[src/rtl/lzc_stim_src_if.sv]
`default_nettype none
// ============================================================================
//  Module   : lzc_stim_src_if
//  Purpose  : Command/report bus and LZC-facing stream bus for lzc_stim_src.
//             The master modport is the stimulus source; the slave modport
//             is the command issuer and LZC side.
//  Revision : 1.0  initial release
// ============================================================================
interface lzc_stim_src_if #(
  parameter int WIDTH = 8,
  parameter int WORD  = 4
);
  localparam int CW = $clog2(WIDTH*WORD) + 1;

  logic          cmd_valid;
  logic          cmd_ready;
  logic [CW-1:0] cmd_zeros;
  logic          cmd_mode;
  logic [WIDTH-1:0] data;
  logic          dvalid;
  logic          mode;
  logic [CW-1:0] zeros;
  logic          ovalid;
  logic          done;
  logic          match;
  logic          timeout;
  logic [CW-1:0] result;

  modport master (
    input  cmd_valid, cmd_zeros, cmd_mode, zeros, ovalid,
    output cmd_ready, data, dvalid, mode, done, match, timeout, result
  );

  modport slave (
    output cmd_valid, cmd_zeros, cmd_mode, zeros, ovalid,
    input  cmd_ready, data, dvalid, mode, done, match, timeout, result
  );
endinterface
`default_nettype wire

[src/rtl/lzc_stim_src.sv]
`default_nettype none
// ============================================================================
//  Module   : lzc_stim_src
//  Purpose  : Stimulus source for the multi-word leading-zero counter. Turns
//             a (zero count, mode) command into WORD words of WIDTH bits,
//             MSB-first, with exactly that many leading zeros, then checks
//             the LZC response against the expected count.
//  Options  : LZC_STIM_LFSR_EN - fill bits after the leading one come from an
//             8-bit Fibonacci LFSR instead of constant ones.
//  Revision : 1.0  initial release
// ============================================================================
module lzc_stim_src #(
  parameter int WIDTH   = 8,
  parameter int WORD    = 4,
  parameter int TIMEOUT = 16
) (
  input  wire logic           clk,
  input  wire logic           rst_n,
  lzc_stim_src_if.master      bus
);

  localparam int CW      = $clog2(WIDTH*WORD) + 1;
  localparam int TW      = $clog2(TIMEOUT + 1);
  localparam int c_TOTAL = WIDTH * WORD;

  localparam logic [1:0] c_IDLE   = 2'd0;
  localparam logic [1:0] c_SEND   = 2'd1;
  localparam logic [1:0] c_WAIT   = 2'd2;
  localparam logic [1:0] c_REPORT = 2'd3;

  logic [1:0]       r_state;
  logic [CW-1:0]    r_z;
  logic             r_mode;
  logic [CW-1:0]    r_last;
  logic [CW-1:0]    r_word;
  logic [TW-1:0]    r_wait;
  logic [WIDTH-1:0] r_data;
  logic             r_dvalid;
  logic             r_done;
  logic             r_match;
  logic             r_timeout;
  logic [CW-1:0]    r_result;
  logic             r_captured;

  logic [CW-1:0]    w_z_in;
  logic [CW-1:0]    w_last_in;
  logic [CW-1:0]    w_gen_z;
  logic [CW-1:0]    w_gen_k;
  logic [WIDTH-1:0] w_fill;
  logic [WIDTH-1:0] w_next_word;
  logic [TW-1:0]    w_wait_inc;

  // Bit b of word k carries global index k*WIDTH + (WIDTH-1-b): zero before
  // the target, one at the target, fill after it.
  function automatic logic [WIDTH-1:0] gen_word(input logic [CW-1:0] z,
                                                input logic [CW-1:0] k,
                                                input logic [WIDTH-1:0] fill);
    logic [WIDTH-1:0] w;
    int idx;
    w = '0;
    for (int b = 0; b < WIDTH; b++) begin
      idx = int'(k) * WIDTH + (WIDTH - 1 - b);
      if (idx < int'(z))
        w[b] = 1'b0;
      else if (idx == int'(z))
        w[b] = 1'b1;
      else
        w[b] = fill[b];
    end
    return w;
  endfunction

  assign w_z_in    = (bus.cmd_zeros > CW'(c_TOTAL)) ? CW'(c_TOTAL) : bus.cmd_zeros;
  // Turbo stops at the word holding the leading one; an all-zero stream has
  // no leading one, so it always sends every word.
  assign w_last_in = (!bus.cmd_mode || (w_z_in == CW'(c_TOTAL))) ? CW'(WORD - 1)
                                                                 : (w_z_in / CW'(WIDTH));

  // Word 0 is built from the live command; later words from the latched one.
  assign w_gen_z     = (r_state == c_IDLE) ? w_z_in : r_z;
  assign w_gen_k     = (r_state == c_IDLE) ? '0 : (r_word + CW'(1));
  assign w_next_word = gen_word(w_gen_z, w_gen_k, w_fill);
  assign w_wait_inc  = r_wait + TW'(1);

`ifdef LZC_STIM_LFSR_EN
  logic [7:0] r_lfsr;
  logic       w_lfsr_step;

  assign w_lfsr_step = ((r_state == c_IDLE) && bus.cmd_valid) ||
                       ((r_state == c_SEND) && (r_word != r_last));

  // Fill pattern generator, stepped once for every word loaded onto data.
  always_ff @(posedge clk or negedge rst_n) begin
    if (!rst_n)
      r_lfsr <= 8'hA5;
    else if (w_lfsr_step)
      r_lfsr <= {r_lfsr[6:0], r_lfsr[7] ^ r_lfsr[5] ^ r_lfsr[4] ^ r_lfsr[3]};
  end

  for (genvar gb = 0; gb < WIDTH; gb++) begin : g_fill
    assign w_fill[gb] = r_lfsr[gb % 8];
  end
`else
  assign w_fill = '1;
`endif

  // Command sequencer: accept, stream words, collect response, report.
  always_ff @(posedge clk or negedge rst_n) begin
    if (!rst_n) begin
      r_state    <= c_IDLE;
      r_z        <= '0;
      r_mode     <= 1'b0;
      r_last     <= '0;
      r_word     <= '0;
      r_wait     <= '0;
      r_data     <= '0;
      r_dvalid   <= 1'b0;
      r_done     <= 1'b0;
      r_match    <= 1'b0;
      r_timeout  <= 1'b0;
      r_result   <= '0;
      r_captured <= 1'b0;
    end else begin
      r_done <= 1'b0;
      case (r_state)
        c_IDLE: begin
          if (bus.cmd_valid) begin
            r_z        <= w_z_in;
            r_mode     <= bus.cmd_mode;
            r_last     <= w_last_in;
            r_word     <= '0;
            r_wait     <= '0;
            r_data     <= w_next_word;
            r_dvalid   <= 1'b1;
            r_match    <= 1'b0;
            r_timeout  <= 1'b0;
            r_result   <= '0;
            r_captured <= 1'b0;
            r_state    <= c_SEND;
          end
        end
        c_SEND: begin
          // An early response is kept; the stream still runs to its end.
          if (bus.ovalid && !r_captured) begin
            r_result   <= bus.zeros;
            r_match    <= (bus.zeros == r_z);
            r_captured <= 1'b1;
          end
          if (r_word == r_last) begin
            r_dvalid <= 1'b0;
            r_data   <= '0;
            r_wait   <= '0;
            if (r_captured || bus.ovalid) begin
              r_done  <= 1'b1;
              r_state <= c_REPORT;
            end else begin
              r_state <= c_WAIT;
            end
          end else begin
            r_word <= r_word + CW'(1);
            r_data <= w_next_word;
          end
        end
        c_WAIT: begin
          if (bus.ovalid) begin
            r_result <= bus.zeros;
            r_match  <= (bus.zeros == r_z);
            r_done   <= 1'b1;
            r_state  <= c_REPORT;
          end else if (w_wait_inc == TW'(TIMEOUT)) begin
            r_timeout <= 1'b1;
            r_result  <= '0;
            r_match   <= 1'b0;
            r_done    <= 1'b1;
            r_state   <= c_REPORT;
          end else begin
            r_wait <= w_wait_inc;
          end
        end
        c_REPORT: begin
          r_state <= c_IDLE;
        end
        default: begin
          r_state <= c_IDLE;
        end
      endcase
    end
  end

  assign bus.cmd_ready = (r_state == c_IDLE);
  assign bus.data      = r_data;
  assign bus.dvalid    = r_dvalid;
  assign bus.mode      = r_mode;
  assign bus.done      = r_done;
  assign bus.match     = r_match;
  assign bus.timeout   = r_timeout;
  assign bus.result    = r_result;

endmodule
`default_nettype wire

[src/flat_wrapper.sv]
// flat-port wrapper written by rule: the top's interface ports become plain ports
module lzc_stim_src_flat 
#(
  parameter int WIDTH   = 8,
  parameter int WORD    = 4,
  parameter int TIMEOUT = 16
)
  (clk, rst_n, bus_cmd_valid, bus_cmd_zeros, bus_cmd_mode, bus_zeros, bus_ovalid, bus_cmd_ready, bus_data, bus_dvalid, bus_mode, bus_done, bus_match, bus_timeout, bus_result);
  lzc_stim_src_if #(.WIDTH(WIDTH), .WORD(WORD)) bus_i ();
  input  wire logic clk;
  input  wire logic rst_n;
  input wire logic [$bits(bus_i.cmd_valid)-1:0] bus_cmd_valid;
  input wire logic [$bits(bus_i.cmd_zeros)-1:0] bus_cmd_zeros;
  input wire logic [$bits(bus_i.cmd_mode)-1:0] bus_cmd_mode;
  input wire logic [$bits(bus_i.zeros)-1:0] bus_zeros;
  input wire logic [$bits(bus_i.ovalid)-1:0] bus_ovalid;
  output wire logic [$bits(bus_i.cmd_ready)-1:0] bus_cmd_ready;
  output wire logic [$bits(bus_i.data)-1:0] bus_data;
  output wire logic [$bits(bus_i.dvalid)-1:0] bus_dvalid;
  output wire logic [$bits(bus_i.mode)-1:0] bus_mode;
  output wire logic [$bits(bus_i.done)-1:0] bus_done;
  output wire logic [$bits(bus_i.match)-1:0] bus_match;
  output wire logic [$bits(bus_i.timeout)-1:0] bus_timeout;
  output wire logic [$bits(bus_i.result)-1:0] bus_result;
  assign bus_i.cmd_valid = bus_cmd_valid;
  assign bus_i.cmd_zeros = bus_cmd_zeros;
  assign bus_i.cmd_mode = bus_cmd_mode;
  assign bus_i.zeros = bus_zeros;
  assign bus_i.ovalid = bus_ovalid;
  assign bus_cmd_ready = bus_i.cmd_ready;
  assign bus_data = bus_i.data;
  assign bus_dvalid = bus_i.dvalid;
  assign bus_mode = bus_i.mode;
  assign bus_done = bus_i.done;
  assign bus_match = bus_i.match;
  assign bus_timeout = bus_i.timeout;
  assign bus_result = bus_i.result;
  lzc_stim_src #(.WIDTH(WIDTH), .WORD(WORD), .TIMEOUT(TIMEOUT)) u_core (.clk(clk), .rst_n(rst_n), .bus(bus_i));
endmodule
[config.mk]
export PLATFORM = sky130hd
export DESIGN_NAME = lzc_stim_src_flat
export DESIGN_NICKNAME = d
export VERILOG_FILES = /design/src/rtl/lzc_stim_src_if.sv /design/src/rtl/lzc_stim_src.sv /design/src/flat_wrapper.sv
export SDC_FILE = /design/constraint.sdc
export NUM_CORES = 1
export LEC_CHECK = 0
export CORE_MARGIN = 3
export CORE_UTILIZATION = 45
export CTS_CLUSTER_SIZE = 14
export DETAILED_ROUTE_END_ITERATION = 7
export GPL_ROUTABILITY_DRIVEN = 1
export HOLD_SLACK_MARGIN = 0.15
export PLACE_DENSITY = 0.68
export SLEW_MARGIN = 30
export SYNTH_ARGS = -nofsm -noshare
export SYNTH_HDL_FRONTEND = slang
export SYNTH_SLANG_ARGS = --single-unit
[constraint.sdc]
create_clock -name clk -period 3.23 [get_ports clk]
set_clock_uncertainty 0.05 [all_clocks]
set_input_delay 0.969 -clock clk [delete_from_list [all_inputs] [get_ports clk]]
set_output_delay 0.969 -clock clk [all_outputs]
set_load 0.005 [all_outputs]
## Word level (Yosys, flattened, before mapping)

Index checks and enable logic that the tools add are counted.

| word-level totals | value |
|---|---|
| register bits after elaboration | 45 |
| latch bits | 0 |
| RAM bits | 0 |
| bits in read-only memories | 0 |
| input port bits | 17 |
| memories | 0 |

| operators by class | value |
|---|---|
| $add $sub $neg | 9 |
| multipliers | 0 |
| div/mod/pow operators | 0 |
| magnitude comparators | 9 |
| equal/unequal tests | 15 |
| shift operators | 0 |
| muxes and demuxes | 51 |
| bitwise operators | 0 |
| reductions and logical operators | 18 |

Operators with widths:

| cell | number |
|---|---|
| $lt 32x7->1 | 7 |
| $mux 6 | 8 |
| $add 9x3->10 const B | 4 |
| $mux 1 | 22 |
| $add 9x2->10 const B | 2 |
| $mux 5 | 4 |
| $pmux 6 s3 | 1 |
| $mux 8 | 2 |
| $pmux 8 s2 | 1 |
| $pmux 5 s3 | 1 |
| $eq 6x6->1 | 2 |
| $pmux 6 s2 | 1 |
| $reduce_and 3->1 | 4 |
| $add 9x1->10 const B | 1 |
| $lt 9x6->1 | 1 |
| $mux 2 | 4 |
| $ne 2x2->1 const B | 4 |
| $pmux 1 s2 | 4 |
| $pmux 2 s4 | 1 |
| $reduce_and 4->1 | 2 |
| $add 6x1->6 const B | 1 |
| $eq 6x6->1 const B | 1 |
| $gt 6x6->1 const B | 1 |
| $ne 2x1->1 const B | 3 |
| 15 further kinds | 20 |

## Logic depth before layout (Yosys ltp)

Gate-level depths: netlist of the first run.

| depth | value |
|---|---|
| word-level depth | 7 |
| mapped depth | 11 |
| mapped depth without buffers | 9 |

## Least setup slack after synthesis of the first run

No wires, ideal clock.

| timing | value |
|---|---|
| kind | register to register |
| start | register u_core.r_state[0] |
| end | register u_core.r_data[7], in the netlist u_core.bus.data[7] |
| setup time | 0.137 ns |
| data arrival time | 2.489 ns |
| required time | 3.043 ns |
| setup slack | 0.554 ns |
| cell stages (with the launch flop) | 12 |
| path buffers | 2 |
| period minus slack after synthesis | 2.676 ns |
| cell sequence | dfrtp_1 -> inv_1 -> ha_1 -> buf_2 -> buf_2 -> mux2_2 -> inv_1 -> ha_1 -> and3_1 -> a41o_1 -> a311oi_1 -> o21ai_1 |

| on the way | value |
|---|---|
| word-level cells in the longest chain between the ends | 6 |
| elaborated cells on any way between the ends | 12 |
| classes of those cells | 1 x order compare; 2 x eq/ne; 6 x mux; 3 x reduce/logical |

Ends and longest elaborated chain:

| what | line | source |
|---|---|---|
| start, declared | lzc_stim_src.sv:31 | `logic [1:0] r_state;` |
| start signal, assigned | lzc_stim_src.sv:110 | `r_state <= c_IDLE;` |
| start signal, assigned | lzc_stim_src.sv:139 | `r_state <= c_SEND;` |
| start signal, assigned | lzc_stim_src.sv:155 | `r_state <= c_REPORT;` |
| $logic_not 2->1 * | -- |  |
| named net bus_cmd_ready | flat_wrapper.sv:17 | `output wire logic [$bits(bus_i.cmd_ready)-1:0] bus_cmd_ready;` |
| $mux 6, on equally long branches | lzc_stim_src.sv:81, lzc_stim_src.sv:80 |  |
| $lt 9x6->1 | lzc_stim_src.sv:63 | `if (idx < int'(z))` |
| $mux 1 | lzc_stim_src.sv:63 |  |
| $mux 8, on equally long branches | lzc_stim_src.sv:149, lzc_stim_src.sv:127 |  |
| $pmux 8 s2 | lzc_stim_src.sv:125 | `case (r_state)` |
| end signal, assigned | lzc_stim_src.sv:133 | `r_data <= w_next_word;` |
| end signal, assigned | lzc_stim_src.sv:161 | `r_data <= w_next_word;` |
| end, declared | lzc_stim_src.sv:37 | `logic [WIDTH-1:0] r_data;` |

The timed path passes the listed nets; every way through them passes the cells marked *. The select of a mux whose other input is x is not followed.
A chain may end at the register's enable or synchronous reset.

## Final worst setup path of the first run

| timing | value |
|---|---|
| start | input bus_cmd_zeros[3] |
| end | register u_core.r_data[7], in the netlist u_core.bus.data[7] |

| on the way | value |
|---|---|
| word-level cells in the longest chain between the ends | 7 |
| elaborated cells on any way between the ends | 8 |
| classes of those cells | 2 x order compare; 6 x mux |

Ends and longest elaborated chain:

| what | line | source |
|---|---|---|
| start, declared | flat_wrapper.sv:13 | `input wire logic [$bits(bus_i.cmd_zeros)-1:0] bus_cmd_zeros;` |
| $gt 6x6->1 | lzc_stim_src.sv:73 | `assign w_z_in = (bus.cmd_zeros > CW'(c_TOTAL)) ? CW'(c_TOTAL) : bus.cmd_zeros;` |
| $mux 6 * | lzc_stim_src.sv:73 |  |
| $mux 6 * | lzc_stim_src.sv:80 | `assign w_gen_z = (r_state == c_IDLE) ? w_z_in : r_z;` |
| $lt 9x6->1 * | lzc_stim_src.sv:63 |  |
| $mux 1 * | lzc_stim_src.sv:63 |  |
| $mux 8, on equally long branches | lzc_stim_src.sv:149, lzc_stim_src.sv:127 |  |
| $pmux 8 s2 * | lzc_stim_src.sv:125 |  |

Every way passes the cells marked *; elsewhere a longest branch is shown, timed or not. The select of a mux whose other input is x is not followed.

==> results of run 1 <==
## worst min-delay path, delay by kind of cell, from the launching register on
| family | cells | cell delay (ns) |
|---|---|---|
| flops | 1 | 0.35 |
| simple gates | 2 | 0.12 |
## cells in the mapped netlist, types with 2 or more instances
| master | number | area share |
|---|---|---|
| buf_2 | 4 | 0.0078 |
| a31oi_1 | 2 | 0.0049 |
| nor2_1 | 15 | 0.022 |
| a21o_1 | 4 | 0.012 |
| xnor2_1 | 9 | 0.031 |
| nand2b_1 | 4 | 0.0098 |
| o21ai_2 | 2 | 0.0068 |
| nand3_1 | 7 | 0.014 |
| o21ai_1 | 2 | 0.0039 |
| mux2i_1 | 10 | 0.039 |
| nand3b_1 | 3 | 0.0088 |
| o211ai_1 | 6 | 0.018 |
| o22a_1 | 2 | 0.0068 |
| and3_1 | 5 | 0.012 |
| and2_1 | 4 | 0.0098 |
| a21bo_1 | 2 | 0.0078 |
| a221o_1 | 2 | 0.0078 |
| a41oi_1 | 2 | 0.0068 |
| mux2_2 | 3 | 0.013 |
| a21oi_1 | 11 | 0.022 |
| nand2_1 | 41 | 0.060 |
| buf_6 | 2 | 0.0088 |
| inv_1 | 17 | 0.025 |
| o221ai_1 | 3 | 0.010 |
| clkbuf_1 | 6 | 0.0088 |
| o311ai_1 | 2 | 0.0068 |
| dfrtp_1 | 42 | 0.41 |
| nand4_1 | 6 | 0.015 |
| nor2b_1 | 7 | 0.017 |
| nor4b_1 | 2 | 0.0068 |
| ha_1 | 10 | 0.049 |
| o21ai_0 | 10 | 0.020 |
## power by group through the flow
stage / clock, uW / sequential, uW / combinational, uW
finish: 356 / 841 / 1610
global route: 388 / 869 / 1820
CTS: 367 / 842 / 1610
detailed placement: 0 / 852 / 1600
global placement: 0 / 847 / 1580
floorplan: 0 / 816 / 1170
## placed cells by master, fill, tap and decap left out, types with 3 or more instances in the layout
master / count
mux2i_1: 10
nor2_1: 15
ha_1: 10
mux2_2: 3
clkbuf_8: 6
nand3_1: 7
a21o_1: 4
nand4_1: 6
nand2b_1: 4
nand3b_1: 3
and2_1: 4
nand2_1: 41
o211ai_1: 6
a21oi_1: 11
inv_1: 17
o221ai_1: 3
nor2b_1: 7
o21ai_0: 10
dfrtp_1: 42
buf_4: 8
and3_1: 5
xnor2_1: 9
clkdlybuf4s50_1: 35
## stage by stage
stage                     std cells  utilization  cell area [sq um]
after floorplan                 272            -               2559
after global placement          373       0.5637               2989
after detailed placement        373       0.5637               2989
after CTS                       381       0.5809               3080
after global routing            381       0.5814               3083
final                           381       0.5814               3083
## state kept, by name (all words and copies together) (netlist names), 2 cells and up
signal / cells
u_core.bus.data: 8
u_core.r_state: 2
u_core.r_wait: 5
u_core.r_z: 6
u_core.r_last: 3
u_core.bus.result: 6
u_core.r_word: 6
## per-layer routing
| layer | wire length [um] | global-route usage | part of all wire |
|---|---|---|---|
| met5 | 0 | 0 | 0 |
| met4 | 80 | 0.05068 | 0.014 |
| met3 | 266 | 0.04435 | 0.047 |
| met2 | 2659 | 0.3111 | 0.47 |
| met1 | 2687 | 0.2643 | 0.47 |
## layout make-up
class,count,share of cell area
Sequential cell,42,0.3409
Clock buffer,7,0.02800
Clock inverter,1,0.001623
Tap cell,70,0.02841
Timing Repair Buffer,43,0.1331
Multi-Input combinational cell,200,0.4460
Inverter,18,0.02192
## cell families (layout without fill, tap and decap cells)
logic type,count (synthesis),count (layout),synth area share
simple gates,101,101,0.2039
mux,14,14,0.05819
compound gates,64,64,0.1858
buf+inv,30,69,0.05183
fa+ha+maj,10,10,0.04890
xor+xnor,11,11,0.04059
flops,42,42,0.4108
## path summary, 6_finish.rpt
check	to	slack, ns
setup reg to reg	u_core.bus.data[7]$_DFFE_PN0P_	0.64
hold / removal	u_core.bus.mode$_DFFE_PN0P_	0.44
min in group asynchronous	u_core.bus.result[1]$_DFFE_PN0P_	0.59
hold reg to reg	u_core.bus.mode$_DFFE_PN0P_	0.44
max in group asynchronous	u_core.r_last[2]$_DFFE_PN0P_	2.16
setup / recovery	u_core.bus.data[7]$_DFFE_PN0P_	0.40
==> out/metrics.cfg, run 1 <==
[power]
irDropWorstVdd_v = 0.0003848
internal_power_uw = 1609
switching_share = 0.4259
p_sw_uw = 1194
pwr-share-seq = 0.300
power.leakage_uw = 0.001370
power_uw = 2803
p_per_area_nw_per_um2 = 909.3
clock_power_share = 0.127
p_comb_frac = 0.573

[cts]
post_cts_buffers = 0
clockBufferDepth = 2
path_clk_slew_ns = 0.08
clock_latency_ns = 0.30
numCtsBuffers = 5
htree_levels = 2
ctsHoldBuffers = 0
root_buffer = clkbuf_8
cts_tree = built
cts.sinks = 42
cts_resized = 0

[job]
cap_violations = 0

[synth]
synth_ff_type = dfrtp_1
ys_async_sr_fraction = 1.000
yosysWarnings = 0
seq_area_frac_synth = 0.4108
synth_edf_count = 0
synthesis.area_sq_um = 2559
syn_inst = 272
avgSynthCellArea_sq_um = 9.407
synth-seq-cells = 42
synth_nets = 299
synth_cell_types = 57

[floorplanning]
initial_utilization = 0.4825
rows = 26
core_area_sq_um = 5303
die_area_sq_um = 6627
die_y_um = 81.41
io_pins = 37
fp.dieW_um = 81.41

[global_routing]
antenna_found_initial = 0
grt_remaining_overflow = 0
grt_max_degree = 43
grt_pass1_vias = 2026
grt_pass1_wl_mm = 9.853
grt_usage = 0.1943

[worst_setup_path]
cp_cell_sequence = clkdlybuf4s50_1 > nor2b_1 > mux2_2 > inv_1 > ha_1 > and3_1 > a41o_1 > a311oi_1 > o21ai_1
cp_slowest_cell = clkdlybuf4s50_1
slowest_delay_ns = 0.50
critical_path_arrival_ns = 2.95
cp_max_fo = 4
worstSetupStartpoint = bus_cmd_zeros[3]
path_buf_inv = 2
cp.required_ns = 3.35
end_kind = flop
worstSetupPathDepth = 9
r2r_cells = 9
startpoint_type = input port
worstReg2RegStart = u_core.r_state[0]$_DFFE_PN0P_
crit_family = compound AO/OA/AOI/OAI gates
critPathKind = input port to flop

[sta]
finalSetupViolCount = 0
hold_ws_ns = 0.4403
fin_setup_tns_ns = 0
fin_crit_sh = 0.8776
finalWorstSetupSlack_ns = 0.3952
finalMaxSlewViolations = 0
fin_crit_ns = 2.835
max_slew.worst_pin.slew_ns = 0.6806
rsz0062_at_grt = false
hold_violations = 0
fmax_mhz = 352.8
max_slew_margin = 0.5415

[layout]
multi_input_area_sq_um = 1375
fillCellCount = 487
final_nets = 337
seq_area_sq_um = 1051
antenna_cells = 0
drive_gt1_frac = 0.09646
area_growth_pct = 20.49

[min_path]
whs_path_depth = 2
hp-class = flop to flop
hp-start = u_core.bus.mode$_DFFE_PN0P_

[status]
status = finished, final reports clean

[detailed_routing]
ant_nets = 0
vias_per_cell = 5.499
first_pass_iters = 4
via_count = 2095
drcViolationCount = 0
drt-initial-drc-count = 110
wl_per_cell_um = 14.94
drt-total-wl_mm = 5.694

[place]
gp_congestion = 0.8425
io_buffers = 36
place_hpwl_mm = 4.196
place_ws_ns = 0.09860

Power figures use the tool's default switching activity.
==> inputs of run 2 (changes only) <==
- CORE_UTILIZATION: 45 -> 40
- PLACE_DENSITY: 0.68 -> default
- clock period: 3.23 -> 3.4 ns (I/O delays scaled with it)
==> out/metrics.cfg, run 2 (synthesis gave the netlist of run 1 again) <==
[floorplanning]
io_pins = 37
die_y_um = 85.98
rows = 28
fp.dieW_um = 85.98
die_area_sq_um = 7393
initial_utilization = 0.4222
core_area_sq_um = 6061

[place]
place_ws_ns = 0.2186
gp_congestion = 0.8128
place_hpwl_mm = 4.358
io_buffers = 36

[layout]
drive_gt1_frac = 0.09032
largest_reg_flops = 8
final_nets = 336
area_growth_pct = 21.42
layout_common_cells = 42 x dfrtp_1, 41 x nand2_1, 35 x clkdlybuf4s50_1, 17 x inv_1, 15 x nor2_1
final_common_cell = dfrtp_1
antenna_cells = 0

[detailed_routing]
drcViolationCount = 0
ant_nets = 0
drt-total-wl_mm = 5.773
wl_per_cell_um = 14.99
vias_per_cell = 5.371
via_count = 2068
drt-initial-drc-count = 93
first_pass_iters = 4

[sta]
fin_crit_ns = 2.862
fin_setup_tns_ns = 0
rsz0062_at_grt = false
hold_violations = 0
finalMaxSlewViolations = 0
finalWorstSetupSlack_ns = 0.5384
fin_crit_sh = 0.8417
max_slew_margin = 0.6075
finalSetupViolCount = 0
fmax_mhz = 349.5
max_slew.worst_pin.slew_ns = 0.5826

[global_routing]
grt_pass1_wl_mm = 9.804
grt_max_degree = 27
antenna_found_initial = 0
grt_usage = 0.1652
grt_pass1_vias = 2004
grt_remaining_overflow = 0

[cts]
post_cts_buffers = 0
ctsHoldBuffers = 0
root_buffer = clkbuf_8
clockBufferDepth = 2
path_clk_slew_ns = 0.09
numCtsBuffers = 5
htree_levels = 2
cts_resized = 0
clock_latency_ns = 0.30
cts_tree = built
cts.sinks = 42

[status]
status = finished, final reports clean

[worst_setup_path]
cp.required_ns = 2.33
cp_max_fo = 9
startpoint_type = flop
critical_path_arrival_ns = 1.79
end_kind = output pin
critPathKind = flop to output pin

[min_path]
hp-class = flop to flop

[power]
p_per_area_nw_per_um2 = 876.0
power.leakage_uw = 0.001373
irDropWorstVdd_v = 0.0004425

[job]
cap_violations = 0

[run 2: routing by layer]
layer	part of all wire	GRT usage	vias up
met4	0.010	0.04748	0
met1	0.51	0.2336	990
met5	0	0	-
met2	0.45	0.2579	33
met3	0.028	0.02978	5
li1	-	-	1040
[run 2: metrics by stage]
| step | total power, uW | util | instances | area, sq um | hold WS [ns] |
|---|---|---|---|---|---|
| 5_1_grt | 2961 | 0.5126 | 385 | 3107 | 0.4791 |
| 3_3_place_gp | 2321 | 0.4917 | 376 | 2980 | 0.4289 |
| 6_report | 2722 | 0.5126 | 385 | 3107 | 0.4611 |
| 3_5_place_dp | 2328 | 0.4950 | 377 | 3000 | 0.4340 |
| 2_1_floorplan | 1891 | - | 272 | 2559 | 0.4197 |
| 4_1_cts | 2737 | 0.5126 | 385 | 3107 | 0.4561 |
[run 2: worst paths after layout]
check,slack [ns],end,cells after the start,start
setup / recovery,0.54,bus_cmd_ready,3,u_core.r_state[0]$_DFFE_PN0P_
hold / removal,0.46,u_core.bus.data[2]$_DFFE_PN0P_,2,u_core.bus.data[2]$_DFFE_PN0P_
setup reg to reg,0.74,u_core.bus.match$_DFFE_PN0P_,7,u_core.r_state[0]$_DFFE_PN0P_
hold reg to reg,0.46,u_core.bus.data[2]$_DFFE_PN0P_,2,u_core.bus.data[2]$_DFFE_PN0P_
max in group asynchronous,2.21,u_core.r_last[1]$_DFFE_PN0P_,2,rst_n
min in group asynchronous,0.59,u_core.r_wait[4]$_DFFE_PN0P_,1,rst_n
[run 2: final cells by class]
class | count | area, sq um
Tap cell | 75 | 93.84
Sequential cell | 42 | 1051
Timing Repair Buffer | 42 | 412.9
Clock buffer | 7 | 76.32
Clock inverter | 1 | 30.03
Fill cell | 585 | 2954
Inverter | 18 | 67.56
Multi-Input combinational cell | 200 | 1375
[run 2: worst max-delay path: stages (launching register included)]
cell and delay (ns):
dfrtp_1 0.44, inv_1 0.10, ha_1 0.38, clkdlybuf4s50_1 0.58
[run 2: power by group]
| part | internal (uW) | switching (uW) | total (uW) | leakage [uW] |
|---|---|---|---|---|
| registers | 661 | 145 | 806 | 0.000542 |
| clock network | 220 | 174 | 394 | 0.0000524 |
| logic | 696 | 826 | 1520 | 0.000778 |
==> inputs of run 3 (changes only) <==
- clock period: 3.4 -> 2.8 ns (I/O delays scaled with it)
==> out/metrics.cfg, run 3 (synthesis gave the netlist of run 1 again) <==
[status]
status = finished, final reports clean

[sta]
fmax_mhz = 387.5
finalMaxSlewViolations = 0
fin_crit_ns = 2.581
max_slew.worst_pin.slew_ns = 0.6905
fin_crit_sh = 0.9217
rsz0062_at_grt = false
hold_violations = 0
max_slew_margin = 0.5348
finalSetupViolCount = 0

[worst_setup_path]
r2r_end = u_core.bus.data[7]$_DFFE_PN0P_
worstReg2RegStart = u_core.r_state[1]$_DFFE_PN0P_
startpoint_type = input port
critical_path_arrival_ns = 2.69
end_kind = flop
r2r_slack_ns = 0.36
r2r_cells = 9
critPathKind = input port to flop
cp.required_ns = 2.90
crit_path_end = u_core.bus.data[7]$_DFFE_PN0P_
cp_max_fo = 2
worstSetupStartpoint = bus_cmd_zeros[3]

[detailed_routing]
vias_per_cell = 5.271
first_pass_iters = 4
drt-total-wl_mm = 5.894
drt-initial-drc-count = 103
drcViolationCount = 0
ant_nets = 0
via_count = 2098
wl_per_cell_um = 14.81

[floorplanning]
io_pins = 37
initial_utilization = 0.4222
die_y_um = 85.98
rows = 28
core_area_sq_um = 6061
die_area_sq_um = 7393
fp.dieW_um = 85.98

[cts]
numCtsBuffers = 5
clockBufferDepth = 2
clock_latency_ns = 0.29
path_clk_slew_ns = 0.08
htree_levels = 2
cts_resized = 0
root_buffer = clkbuf_8
post_cts_buffers = 0
cts.sinks = 42
ctsHoldBuffers = 0
cts_tree = built

[layout]
drive_gt1_frac = 0.1331
area_growth_pct = 24.25
antenna_cells = 0
layout_common_cells = 42 x dfrtp_1, 41 x nand2_1, 35 x clkdlybuf4s50_1, 19 x buf_4, 17 x inv_1
fillCellCount = 583
final_nets = 349
final_util = 0.5246
largest_reg_flops = 8
final_common_cell = dfrtp_1

[power]
power_uw = 3431
p_per_area_nw_per_um2 = 1079
power.leakage_uw = 0.001427
irDropWorstVdd_v = 0.0005686

[global_routing]
grt_remaining_overflow = 0
antenna_found_initial = 0
grt_usage = 0.1678
grt_pass1_vias = 2087
grt_max_degree = 43
grt_pass1_wl_mm = 9.970

[min_path]
hp-class = flop to flop

[job]
cap_violations = 0

[place]
place_hpwl_mm = 4.283
io_buffers = 36
gp_congestion = 0.7940

==> run 3: final cells by class <==
type                       instances  area, sq um  area share
multi-input combinational        200         1378      0.4333
sequential                        42         1051      0.3306
timing repair buffer              55        498.0      0.1566
clock buffer                       7        86.33     0.02715
inverter                          18        67.56     0.02125
clock inverter                     1        5.005    0.001574
tap                               75        93.84     0.02952
==> run 3: how the worst min path moves through the flow <==
stage / from / to / slack [ns] / depth (start not counted)
after floorplan: u_core.bus.mode$_DFFE_PN0P_ / u_core.bus.mode$_DFFE_PN0P_ / 0.42 / 2
after global placement: u_core.bus.data[2]$_DFFE_PN0P_ / u_core.bus.data[2]$_DFFE_PN0P_ / 0.43 / 2
after detailed placement: u_core.bus.mode$_DFFE_PN0P_ / u_core.bus.mode$_DFFE_PN0P_ / 0.42 / 2
after CTS: u_core.bus.mode$_DFFE_PN0P_ / u_core.bus.mode$_DFFE_PN0P_ / 0.44 / 2
after global routing: u_core.bus.mode$_DFFE_PN0P_ / u_core.bus.mode$_DFFE_PN0P_ / 0.46 / 2
final: u_core.bus.mode$_DFFE_PN0P_ / u_core.bus.mode$_DFFE_PN0P_ / 0.44 / 2
==> run 3: report_power, final <==
part	total, uW	internal (uW)	switching [uW]	leakage [uW]
Clock	412	199	212	0.0000482
Sequential	974	802	172	0.000542
Combinational	2040	1010	1040	0.000837
Total	3430	2010	1420	0.00143
==> run 3: metal layers <==
| layer | up-vias | part of all wire | wire (um) | GRT usage |
|---|---|---|---|---|
| met5 | - | 0 | 0 | 0 |
| met1 | 997 | 0.50 | 2962 | 0.2340 |
| met3 | 6 | 0.034 | 201 | 0.03554 |
| met2 | 30 | 0.45 | 2656 | 0.2593 |
| met4 | 0 | 0.013 | 74 | 0.05324 |
| li1 | 1065 | - | - | - |
==> run 3: critical path, cell delays in order <==
cell and delay (ns):
clkdlybuf4s50_1 0.47, nor2b_1 0.16, mux2_2 0.18, inv_1 0.04, ha_1 0.27, and3_1 0.17, a41o_1 0.21, a311oi_1 0.26
o21ai_1 0.08
==> run 3: stage by stage <==
stage	setup WS, ns	cells	hold slack [ns]	cell area [sq um]	TNS, ns
2_1_floorplan	0.1239	272	0.4197	2559	0
3_3_place_gp	-0.07425	390	0.4286	3085	-0.09928
3_5_place_dp	-0.1065	390	0.4190	3085	-0.1854
4_1_cts	0.07149	398	0.4383	3177	0
5_1_grt	0.06790	398	0.4643	3179	0
6_report	0.2192	398	0.4394	3179	0
